===== src/rtl/wb_io_ctrl_if.sv =====
`default_nettype none
// ============================================================================
// Module      : wb_io_ctrl_if
// Description : Wishbone classic slave bus bundle for wb_io_ctrl.
//               slave  modport : cyc/stb/we/sel/adr/dat_i in, dat_o/ack out
//               master modport : mirror image, used by the bus master
// Revision    : 1.0 - initial release
// ============================================================================
interface wb_io_ctrl_if;
    logic        wbs_cyc_i;
    logic        wbs_stb_i;
    logic        wbs_we_i;
    logic [3:0]  wbs_sel_i;
    logic [31:0] wbs_adr_i;
    logic [31:0] wbs_dat_i;
    logic [31:0] wbs_dat_o;
    logic        wbs_ack_o;

    modport slave (
        input  wbs_cyc_i,
        input  wbs_stb_i,
        input  wbs_we_i,
        input  wbs_sel_i,
        input  wbs_adr_i,
        input  wbs_dat_i,
        output wbs_dat_o,
        output wbs_ack_o
    );

    modport master (
        output wbs_cyc_i,
        output wbs_stb_i,
        output wbs_we_i,
        output wbs_sel_i,
        output wbs_adr_i,
        output wbs_dat_i,
        input  wbs_dat_o,
        input  wbs_ack_o
    );
endinterface
`default_nettype wire


===== src/rtl/wb_io_ctrl.sv =====
`default_nettype none
// ============================================================================
// Module      : wb_io_ctrl
// Description : Wishbone-controlled IO pad block. Per pad: output value (OUT),
//               active-low output enable (OEB), synchronised input (IN) and,
//               optionally, rising-edge interrupt enable/status.
//               Register map (offset = adr[7:0], k=0/1 -> bits 32k..32k+31):
//                 0x00+4k OUT  RW | 0x10+4k OEB RW | 0x20+4k IN RO
//                 0x30+4k IRQ_EN RW | 0x40+4k IRQ_STAT W1C
// Ports       : wb_clk_i, wb_rst_i (async, active-high)
//               wbs        : Wishbone slave bundle (wb_io_ctrl_if.slave)
//               io_active  : pad enable; low parks all pads (out 0, oeb 1)
//               io_in      : asynchronous pad inputs
//               io_out     : pad output values
//               io_oeb     : pad output enables, active-low
//               irq        : registered level interrupt
// Config      : define WB_IO_CTRL_IRQ_EN to build the edge-interrupt logic;
//               without it IRQ_EN/IRQ_STAT read 0 and irq is tied low.
// Revision    : 1.0 - initial release
// ============================================================================
module wb_io_ctrl #(
    parameter int          NUM_IO      = 38,
    parameter int          SYNC_STAGES = 2,
    parameter logic [31:0] BASE_ADR    = 32'h3000_0000
) (
    input  wire logic              wb_clk_i,
    input  wire logic              wb_rst_i,
    wb_io_ctrl_if.slave            wbs,
    input  wire logic              io_active,
    input  wire logic [NUM_IO-1:0] io_in,
    output logic      [NUM_IO-1:0] io_out,
    output logic      [NUM_IO-1:0] io_oeb,
    output logic                   irq
);

    localparam logic [3:0] c_REG_OUT  = 4'h0;
    localparam logic [3:0] c_REG_OEB  = 4'h1;
    localparam logic [3:0] c_REG_IN   = 4'h2;
`ifdef WB_IO_CTRL_IRQ_EN
    localparam logic [3:0] c_REG_IEN  = 4'h3;
    localparam logic [3:0] c_REG_ISTAT = 4'h4;
`endif

    // ------------------------------------------------------------------
    // Bus decode
    // ------------------------------------------------------------------
    logic              w_sel;
    logic              w_acc;
    logic              w_wr;
    logic              w_rd;
    logic [3:0]        w_reg_idx;
    logic              w_word;
    logic              w_slot_ok;
    logic [NUM_IO-1:0] w_wmask;
    logic [NUM_IO-1:0] w_wdata;
    logic [31:0]       w_rdata;
    logic              w_unused;

    assign w_sel     = wbs.wbs_cyc_i & wbs.wbs_stb_i &
                       (wbs.wbs_adr_i[31:8] == BASE_ADR[31:8]);
    // One access per ack: a held strobe is served every second cycle.
    assign w_acc     = w_sel & ~wbs.wbs_ack_o;
    assign w_wr      = w_acc &  wbs.wbs_we_i;
    assign w_rd      = w_acc & ~wbs.wbs_we_i;
    assign w_reg_idx = wbs.wbs_adr_i[7:4];
    assign w_word    = wbs.wbs_adr_i[2];
    // Offsets 0x8/0xC inside each 16-byte group are unmapped.
    assign w_slot_ok = ~wbs.wbs_adr_i[3];
    // Byte-address bits below the word are don't-care for this block.
    assign w_unused  = ^wbs.wbs_adr_i[1:0];

    // Per-pad write mask: pad i lives in word i/32, byte lane (i%32)/8.
    always_comb begin
        w_wmask = '0;
        w_wdata = '0;
        for (int i = 0; i < NUM_IO; i++) begin
            w_wdata[i] = wbs.wbs_dat_i[i % 32];
            w_wmask[i] = ((i >= 32) == w_word) && wbs.wbs_sel_i[(i % 32) / 8];
        end
    end

    // Zero-extend a pad vector to 64 bits and return the addressed word.
    function automatic logic [31:0] pick_word(input logic [NUM_IO-1:0] v,
                                              input logic              word);
        logic [63:0] ext;
        ext             = '0;
        ext[NUM_IO-1:0] = v;
        return word ? ext[63:32] : ext[31:0];
    endfunction

    // ------------------------------------------------------------------
    // Input synchroniser
    // ------------------------------------------------------------------
    logic [NUM_IO-1:0] r_sync [SYNC_STAGES];
    logic [NUM_IO-1:0] w_in;

    always_ff @(posedge wb_clk_i or posedge wb_rst_i) begin
        if (wb_rst_i) begin
            for (int s = 0; s < SYNC_STAGES; s++) r_sync[s] <= '0;
        end else begin
            r_sync[0] <= io_in;
            for (int s = 1; s < SYNC_STAGES; s++) r_sync[s] <= r_sync[s-1];
        end
    end

    assign w_in = r_sync[SYNC_STAGES-1];

    // ------------------------------------------------------------------
    // OUT / OEB registers
    // ------------------------------------------------------------------
    logic [NUM_IO-1:0] r_out;
    logic [NUM_IO-1:0] r_oeb;

    always_ff @(posedge wb_clk_i or posedge wb_rst_i) begin
        if (wb_rst_i) begin
            r_out <= '0;
            r_oeb <= '1;
        end else begin
            if (w_wr && w_slot_ok && (w_reg_idx == c_REG_OUT))
                r_out <= (r_out & ~w_wmask) | (w_wdata & w_wmask);
            if (w_wr && w_slot_ok && (w_reg_idx == c_REG_OEB))
                r_oeb <= (r_oeb & ~w_wmask) | (w_wdata & w_wmask);
        end
    end

    // io_active gates the pads only; register contents are untouched.
    assign io_out = r_out & {NUM_IO{io_active}};
    assign io_oeb = r_oeb | {NUM_IO{~io_active}};

    // ------------------------------------------------------------------
    // Edge interrupt
    // ------------------------------------------------------------------
`ifdef WB_IO_CTRL_IRQ_EN
    localparam int              c_ARM_W   = $clog2(SYNC_STAGES + 2);
    localparam logic [c_ARM_W-1:0] c_ARM_CNT = c_ARM_W'(SYNC_STAGES + 1);

    logic [NUM_IO-1:0]  r_irq_en;
    logic [NUM_IO-1:0]  r_irq_stat;
    logic [NUM_IO-1:0]  r_prev;
    logic [c_ARM_W-1:0] r_arm_cnt;
    logic               r_irq;
    logic               w_armed;
    logic [NUM_IO-1:0]  w_rise;
    logic [NUM_IO-1:0]  w_clr;

    // Edges are ignored until the synchroniser and edge history have been
    // refilled after reset, so a pad already high at release is not an edge.
    assign w_armed = (r_arm_cnt == c_ARM_CNT);
    assign w_rise  = w_in & ~r_prev & r_irq_en & {NUM_IO{w_armed}};
    assign w_clr   = (w_wr && w_slot_ok && (w_reg_idx == c_REG_ISTAT)) ?
                     (w_wdata & w_wmask) : '0;

    always_ff @(posedge wb_clk_i or posedge wb_rst_i) begin
        if (wb_rst_i) begin
            r_irq_en   <= '0;
            r_irq_stat <= '0;
            r_prev     <= '0;
            r_arm_cnt  <= '0;
            r_irq      <= 1'b0;
        end else begin
            r_prev <= w_in;
            if (!w_armed) r_arm_cnt <= r_arm_cnt + 1'b1;
            if (w_wr && w_slot_ok && (w_reg_idx == c_REG_IEN))
                r_irq_en <= (r_irq_en & ~w_wmask) | (w_wdata & w_wmask);
            // Set is OR-ed in after the clear so a coincident edge wins.
            r_irq_stat <= (r_irq_stat & ~w_clr) | w_rise;
            r_irq      <= |(r_irq_stat & r_irq_en);
        end
    end

    assign irq = r_irq;
`else
    assign irq = 1'b0;
`endif

    // ------------------------------------------------------------------
    // Read mux and bus response
    // ------------------------------------------------------------------
    always_comb begin
        w_rdata = '0;
        if (w_slot_ok) begin
            case (w_reg_idx)
                c_REG_OUT:   w_rdata = pick_word(r_out, w_word);
                c_REG_OEB:   w_rdata = pick_word(r_oeb, w_word);
                c_REG_IN:    w_rdata = pick_word(w_in, w_word);
`ifdef WB_IO_CTRL_IRQ_EN
                c_REG_IEN:   w_rdata = pick_word(r_irq_en, w_word);
                c_REG_ISTAT: w_rdata = pick_word(r_irq_stat, w_word);
`endif
                default:     w_rdata = '0;
            endcase
        end
    end

    always_ff @(posedge wb_clk_i or posedge wb_rst_i) begin
        if (wb_rst_i) begin
            wbs.wbs_ack_o <= 1'b0;
            wbs.wbs_dat_o <= '0;
        end else begin
            wbs.wbs_ack_o <= w_acc;
            // Read data only moves on a read ack; it holds otherwise.
            if (w_rd) wbs.wbs_dat_o <= w_rdata;
        end
    end

endmodule
`default_nettype wire


===== src/flat_wrapper.sv =====
// flat-port wrapper written by rule: the top's interface ports become plain ports
module wb_io_ctrl_flat 
#(
    parameter int          NUM_IO      = 38,
    parameter int          SYNC_STAGES = 2,
    parameter logic [31:0] BASE_ADR    = 32'h3000_0000
)
  (wb_clk_i, wb_rst_i, io_active, io_in, io_out, io_oeb, irq, wbs_wbs_cyc_i, wbs_wbs_stb_i, wbs_wbs_we_i, wbs_wbs_sel_i, wbs_wbs_adr_i, wbs_wbs_dat_i, wbs_wbs_dat_o, wbs_wbs_ack_o);
  wb_io_ctrl_if wbs_i ();
  input  wire logic wb_clk_i;
  input  wire logic wb_rst_i;
  input  wire logic io_active;
  input  wire logic [NUM_IO-1:0] io_in;
  output logic      [NUM_IO-1:0] io_out;
  output logic      [NUM_IO-1:0] io_oeb;
  output logic irq;
  input wire logic [$bits(wbs_i.wbs_cyc_i)-1:0] wbs_wbs_cyc_i;
  input wire logic [$bits(wbs_i.wbs_stb_i)-1:0] wbs_wbs_stb_i;
  input wire logic [$bits(wbs_i.wbs_we_i)-1:0] wbs_wbs_we_i;
  input wire logic [$bits(wbs_i.wbs_sel_i)-1:0] wbs_wbs_sel_i;
  input wire logic [$bits(wbs_i.wbs_adr_i)-1:0] wbs_wbs_adr_i;
  input wire logic [$bits(wbs_i.wbs_dat_i)-1:0] wbs_wbs_dat_i;
  output wire logic [$bits(wbs_i.wbs_dat_o)-1:0] wbs_wbs_dat_o;
  output wire logic [$bits(wbs_i.wbs_ack_o)-1:0] wbs_wbs_ack_o;
  assign wbs_i.wbs_cyc_i = wbs_wbs_cyc_i;
  assign wbs_i.wbs_stb_i = wbs_wbs_stb_i;
  assign wbs_i.wbs_we_i = wbs_wbs_we_i;
  assign wbs_i.wbs_sel_i = wbs_wbs_sel_i;
  assign wbs_i.wbs_adr_i = wbs_wbs_adr_i;
  assign wbs_i.wbs_dat_i = wbs_wbs_dat_i;
  assign wbs_wbs_dat_o = wbs_i.wbs_dat_o;
  assign wbs_wbs_ack_o = wbs_i.wbs_ack_o;
  wb_io_ctrl #(.NUM_IO(NUM_IO), .SYNC_STAGES(SYNC_STAGES), .BASE_ADR(BASE_ADR)) u_core (.wb_clk_i(wb_clk_i), .wb_rst_i(wb_rst_i), .wbs(wbs_i), .io_active(io_active), .io_in(io_in), .io_out(io_out), .io_oeb(io_oeb), .irq(irq));
endmodule

===== config.mk =====
export PLATFORM = sky130hd
export DESIGN_NAME = wb_io_ctrl_flat
export DESIGN_NICKNAME = d
export VERILOG_FILES = /design/src/rtl/wb_io_ctrl_if.sv /design/src/rtl/wb_io_ctrl.sv /design/src/flat_wrapper.sv
export SDC_FILE = /design/constraint.sdc
export NUM_CORES = 1
export LEC_CHECK = 0
export BUFFER_PORTS_ARGS = -buffer_cell sky130_fd_sc_hd__buf_2
export CAP_MARGIN = 20
export CORE_MARGIN = 2
export CORE_UTILIZATION = 52
export DETAILED_ROUTE_END_ITERATION = 10
export HOLD_SLACK_MARGIN = 0.08
export MAX_ROUTING_LAYER = met4
export PLACE_DENSITY = 0.78
export SYNTH_ARGS = -nofsm -noshare
export SYNTH_HDL_FRONTEND = slang
export SYNTH_SLANG_ARGS = --single-unit

===== constraint.sdc =====
create_clock -name wb_clk_i -period 8.93 [get_ports wb_clk_i]
set_input_delay 1.786 -clock wb_clk_i [delete_from_list [all_inputs] [get_ports wb_clk_i]]
set_output_delay 1.786 -clock wb_clk_i [all_outputs]
set_load 0.1 [all_outputs]

==> flow_summary.toml <==
[global_routing]
grt_pass1_vias = 5732
grt_pass1_wl_um = 30000
grt_max_degree = 108
grtUsageTotal_pct = 24.9
grt_overflow_total = 0
antenna_found_initial = 2

[timing]
finClkSkew_ns = 0.00808
setup_violations = 0
drv_slew = 0
tightest_slew_ns = 0.956
period_minus_slack_ns = 4.91
slew_headroom_pct = 36.3
fin_crit_sh_pct = 55.0
whs_ns = 0.344
rsz0062_at_grt = "no"
fmax_ghz = 0.204
setup_tns_ns = 0
hold_violations = 0

[floorplan]
dieHeight_um = 127
dieArea_um2 = 16200
start_util_pct = 52.6
rows = 45
io_pins = 222
die_x_um = 127
coreArea_um2 = 15000

[yosys]
syn_nets = 674
synthDistinctLibCells = 38
synth_area_um2 = 7910
yosys.area.top_type = "dfrtp_1"
synth_flop_cell = "dfrtp_1"
yosysWarnings = 0
synth-seq-cells = 185
synthCells = 562
syn_avg_cell_area_um2 = 14.1
ys_top_cells_by_area = "dfrtp_1 (46%), mux2_2 (15%), dfstp_2 (13%), mux2_4 (3.8%), nand2b_1 (3.1%)"
synth-edff-count = 0
postSynth.asyncResetShare_pct = 100
ys_seq_area_share_pct = 59.1
synth_top_area_share_pct = 46.5

[hold_path]
hp-class = "flop to flop"
hold_start = "u_core.r_sync[49]"
holdPathEnd = "u_core.w_in[11]"
whs_path_depth = 0

[placement]
dp_hpwl_um = 12800
routabilityCongestion = 0.830
port_buffers = 218

[cells_and_area]
fin_util_pct = 65.2
area_growth_syn_to_layout_pct = 23.8
nets = 891
fillers = 1126
final_layout_size_suffix_gt1_share_pct = 56.6

[pwr]
ir_drop_mv = 0.123
pwr_density_cell_nw_per_um2 = 181
p_leak_nw = 4.84
clkPwrFrac_pct = 42.3
intPower_mw = 1.31
power_mw = 1.78
combPwrFrac_pct = 9.2
switchingPower_mw = 0.461
p_sw_share_pct = 26.0
pwr-share-seq_pct = 48.5

[detailed_routing]
drtAntennaViolNets = 0
viasPerCell = 5.54
dr.pass1.iters = 4
vias = 5437
routed_wl_um = 19100
post_drt_wl_per_cell_um = 19.5
post-route-drc-count = 0
first_iter_violations = 270

[clock_network]
cts_setup_buffers = 0
cts-htree-levels = 4
cts_tree = "done"
clk_latency_ns = 0.42
postCtsHoldBufs = 0
cts_max_path_buffers = 2
cts_root_buf = "clkbuf_16"
path_clk_slew_ns = 0.07
cts_made_buffers = 17
cts_resized = 0
clock_sinks = 185

[worst_setup_path]
crit_fanout = 76
timing.critical_path.mode_cell = "buf_2"
critPathMaxStageDelay_ns = 0.57
cp-start-kind = "input pin"
required_ns = 7.14
path_cells = "buf_2 -> buf_4 -> and2_1 -> buf_2"
r2r_end = "u_core.wbs.wbs_dat_o[27]"
rr_worst_depth = 5
critPathSlowestCell = "buf_4"
end_kind = "primary output"
crit_type = "input pin to primary output"
crit_start = "io_active"
r2r-start = "u_core.wbs.wbs_ack_o"
r2r_slack_ns = 6.07
arrival_ns = 3.12

[status]
status = "finished clean"

[flow_run]
cap_violations = 0
-- power by group through the flow --
stage	clock network [mW]	registers [mW]	logic [mW]
2_1_floorplan	0	0.874	0.111
3_3_place_gp	0	0.875	0.161
3_5_place_dp	0	0.876	0.164
4_1_cts	0.765	0.861	0.165
5_1_grt	0.803	0.862	0.174
6_report	0.751	0.861	0.164
-- metal layers --
layer | vias up | track usage, % | wire, um
met3 | 43 | 4.77 | 828
met1 | 2759 | 30.0 | 7720
met2 | 191 | 41.5 | 10000
met4 | 0 | 10.4 | 519
li1 | 2444 | - | -
met5 | - | - | 0
-- cells by family after synthesis --
group / after synthesis / share of synthesized area, %
simple gates: 150 / 13.8
compound gates: 69 / 6.29
flops: 185 / 59.1
other cells: 1 / 0.0474
mux: 128 / 19.2
buf+inv: 29 / 1.64
-- stage by stage --
step                      setup slack, ns  std cells  area (um2)
final                                4.02        982        9800
after global routing                 3.92        982        9800
after CTS                            4.02        979        9780
after detailed placement             4.01        947        9190
after global placement               4.05        947        9190
after floorplan                      2.18        562        7910
-- worst max path at each step --
stage                            end  slack, ns  cells after the start
final                      io_out[7]       4.02                      4
after global routing      io_out[20]       3.92                      4
after CTS                  io_out[7]       4.02                      4
after detailed placement   io_out[7]       4.01                      4
after global placement    io_out[20]       4.05                      4
after floorplan            async pin       2.18                      1
-- cells in the final DEF, fill, tap and decap left out, drive strengths merged --
master      n
inv         9
a22oi      32
nand4       3
a21o        6
clkbuf     18
nor3b       1
nor4bb      2
nand2b     39
buf       226
nor4b       2
a22o        6
nor4       13
nor3        8
or4bb       1
clkinvlp    2
and4bb      2
or3         1
dfrtp     147
a311o       6
and2       38
clkinv      2
diode       2
nand2      11
mux2      128
a2111oi     1
conb        1
nand3       1
dfstp      38
bufinv      2
nor2       26
o21ai      18
nand4b      2
-- area by class of cell --
class / instances / area, um2 / share of cell area, %
clock buffer: 18 / 429 / 4.38
tap: 188 / 235 / 2.40
multi-input combinational: 348 / 3130 / 31.9
inverter: 1 / 11.3 / 0.115
antenna: 2 / 5.00 / 0.0511
timing repair buffer: 226 / 1150 / 11.8
sequential: 185 / 4680 / 47.7
clock inverter: 14 / 160 / 1.63
-- worst max-delay path, delay by kind of cell --
kind                   cells  cell delay [ns]
buffers and inverters      3             1.08
and+or+nand+nor            1             0.23
-- synthesized netlist by cell type (6+ instances only) --
master	instances
nor2_1	26
and2_1	38
nand2b_1	39
clkbuf_1	23
dfstp_2	38
a21o_1	6
a22oi_1	32
a311o_1	6
mux2_2	108
a22o_1	6
o21ai_0	18
nor4_4	7
mux2_4	20
dfrtp_1	147
nand2_1	10
Note: power is estimated with default switching activity, not from simulation.
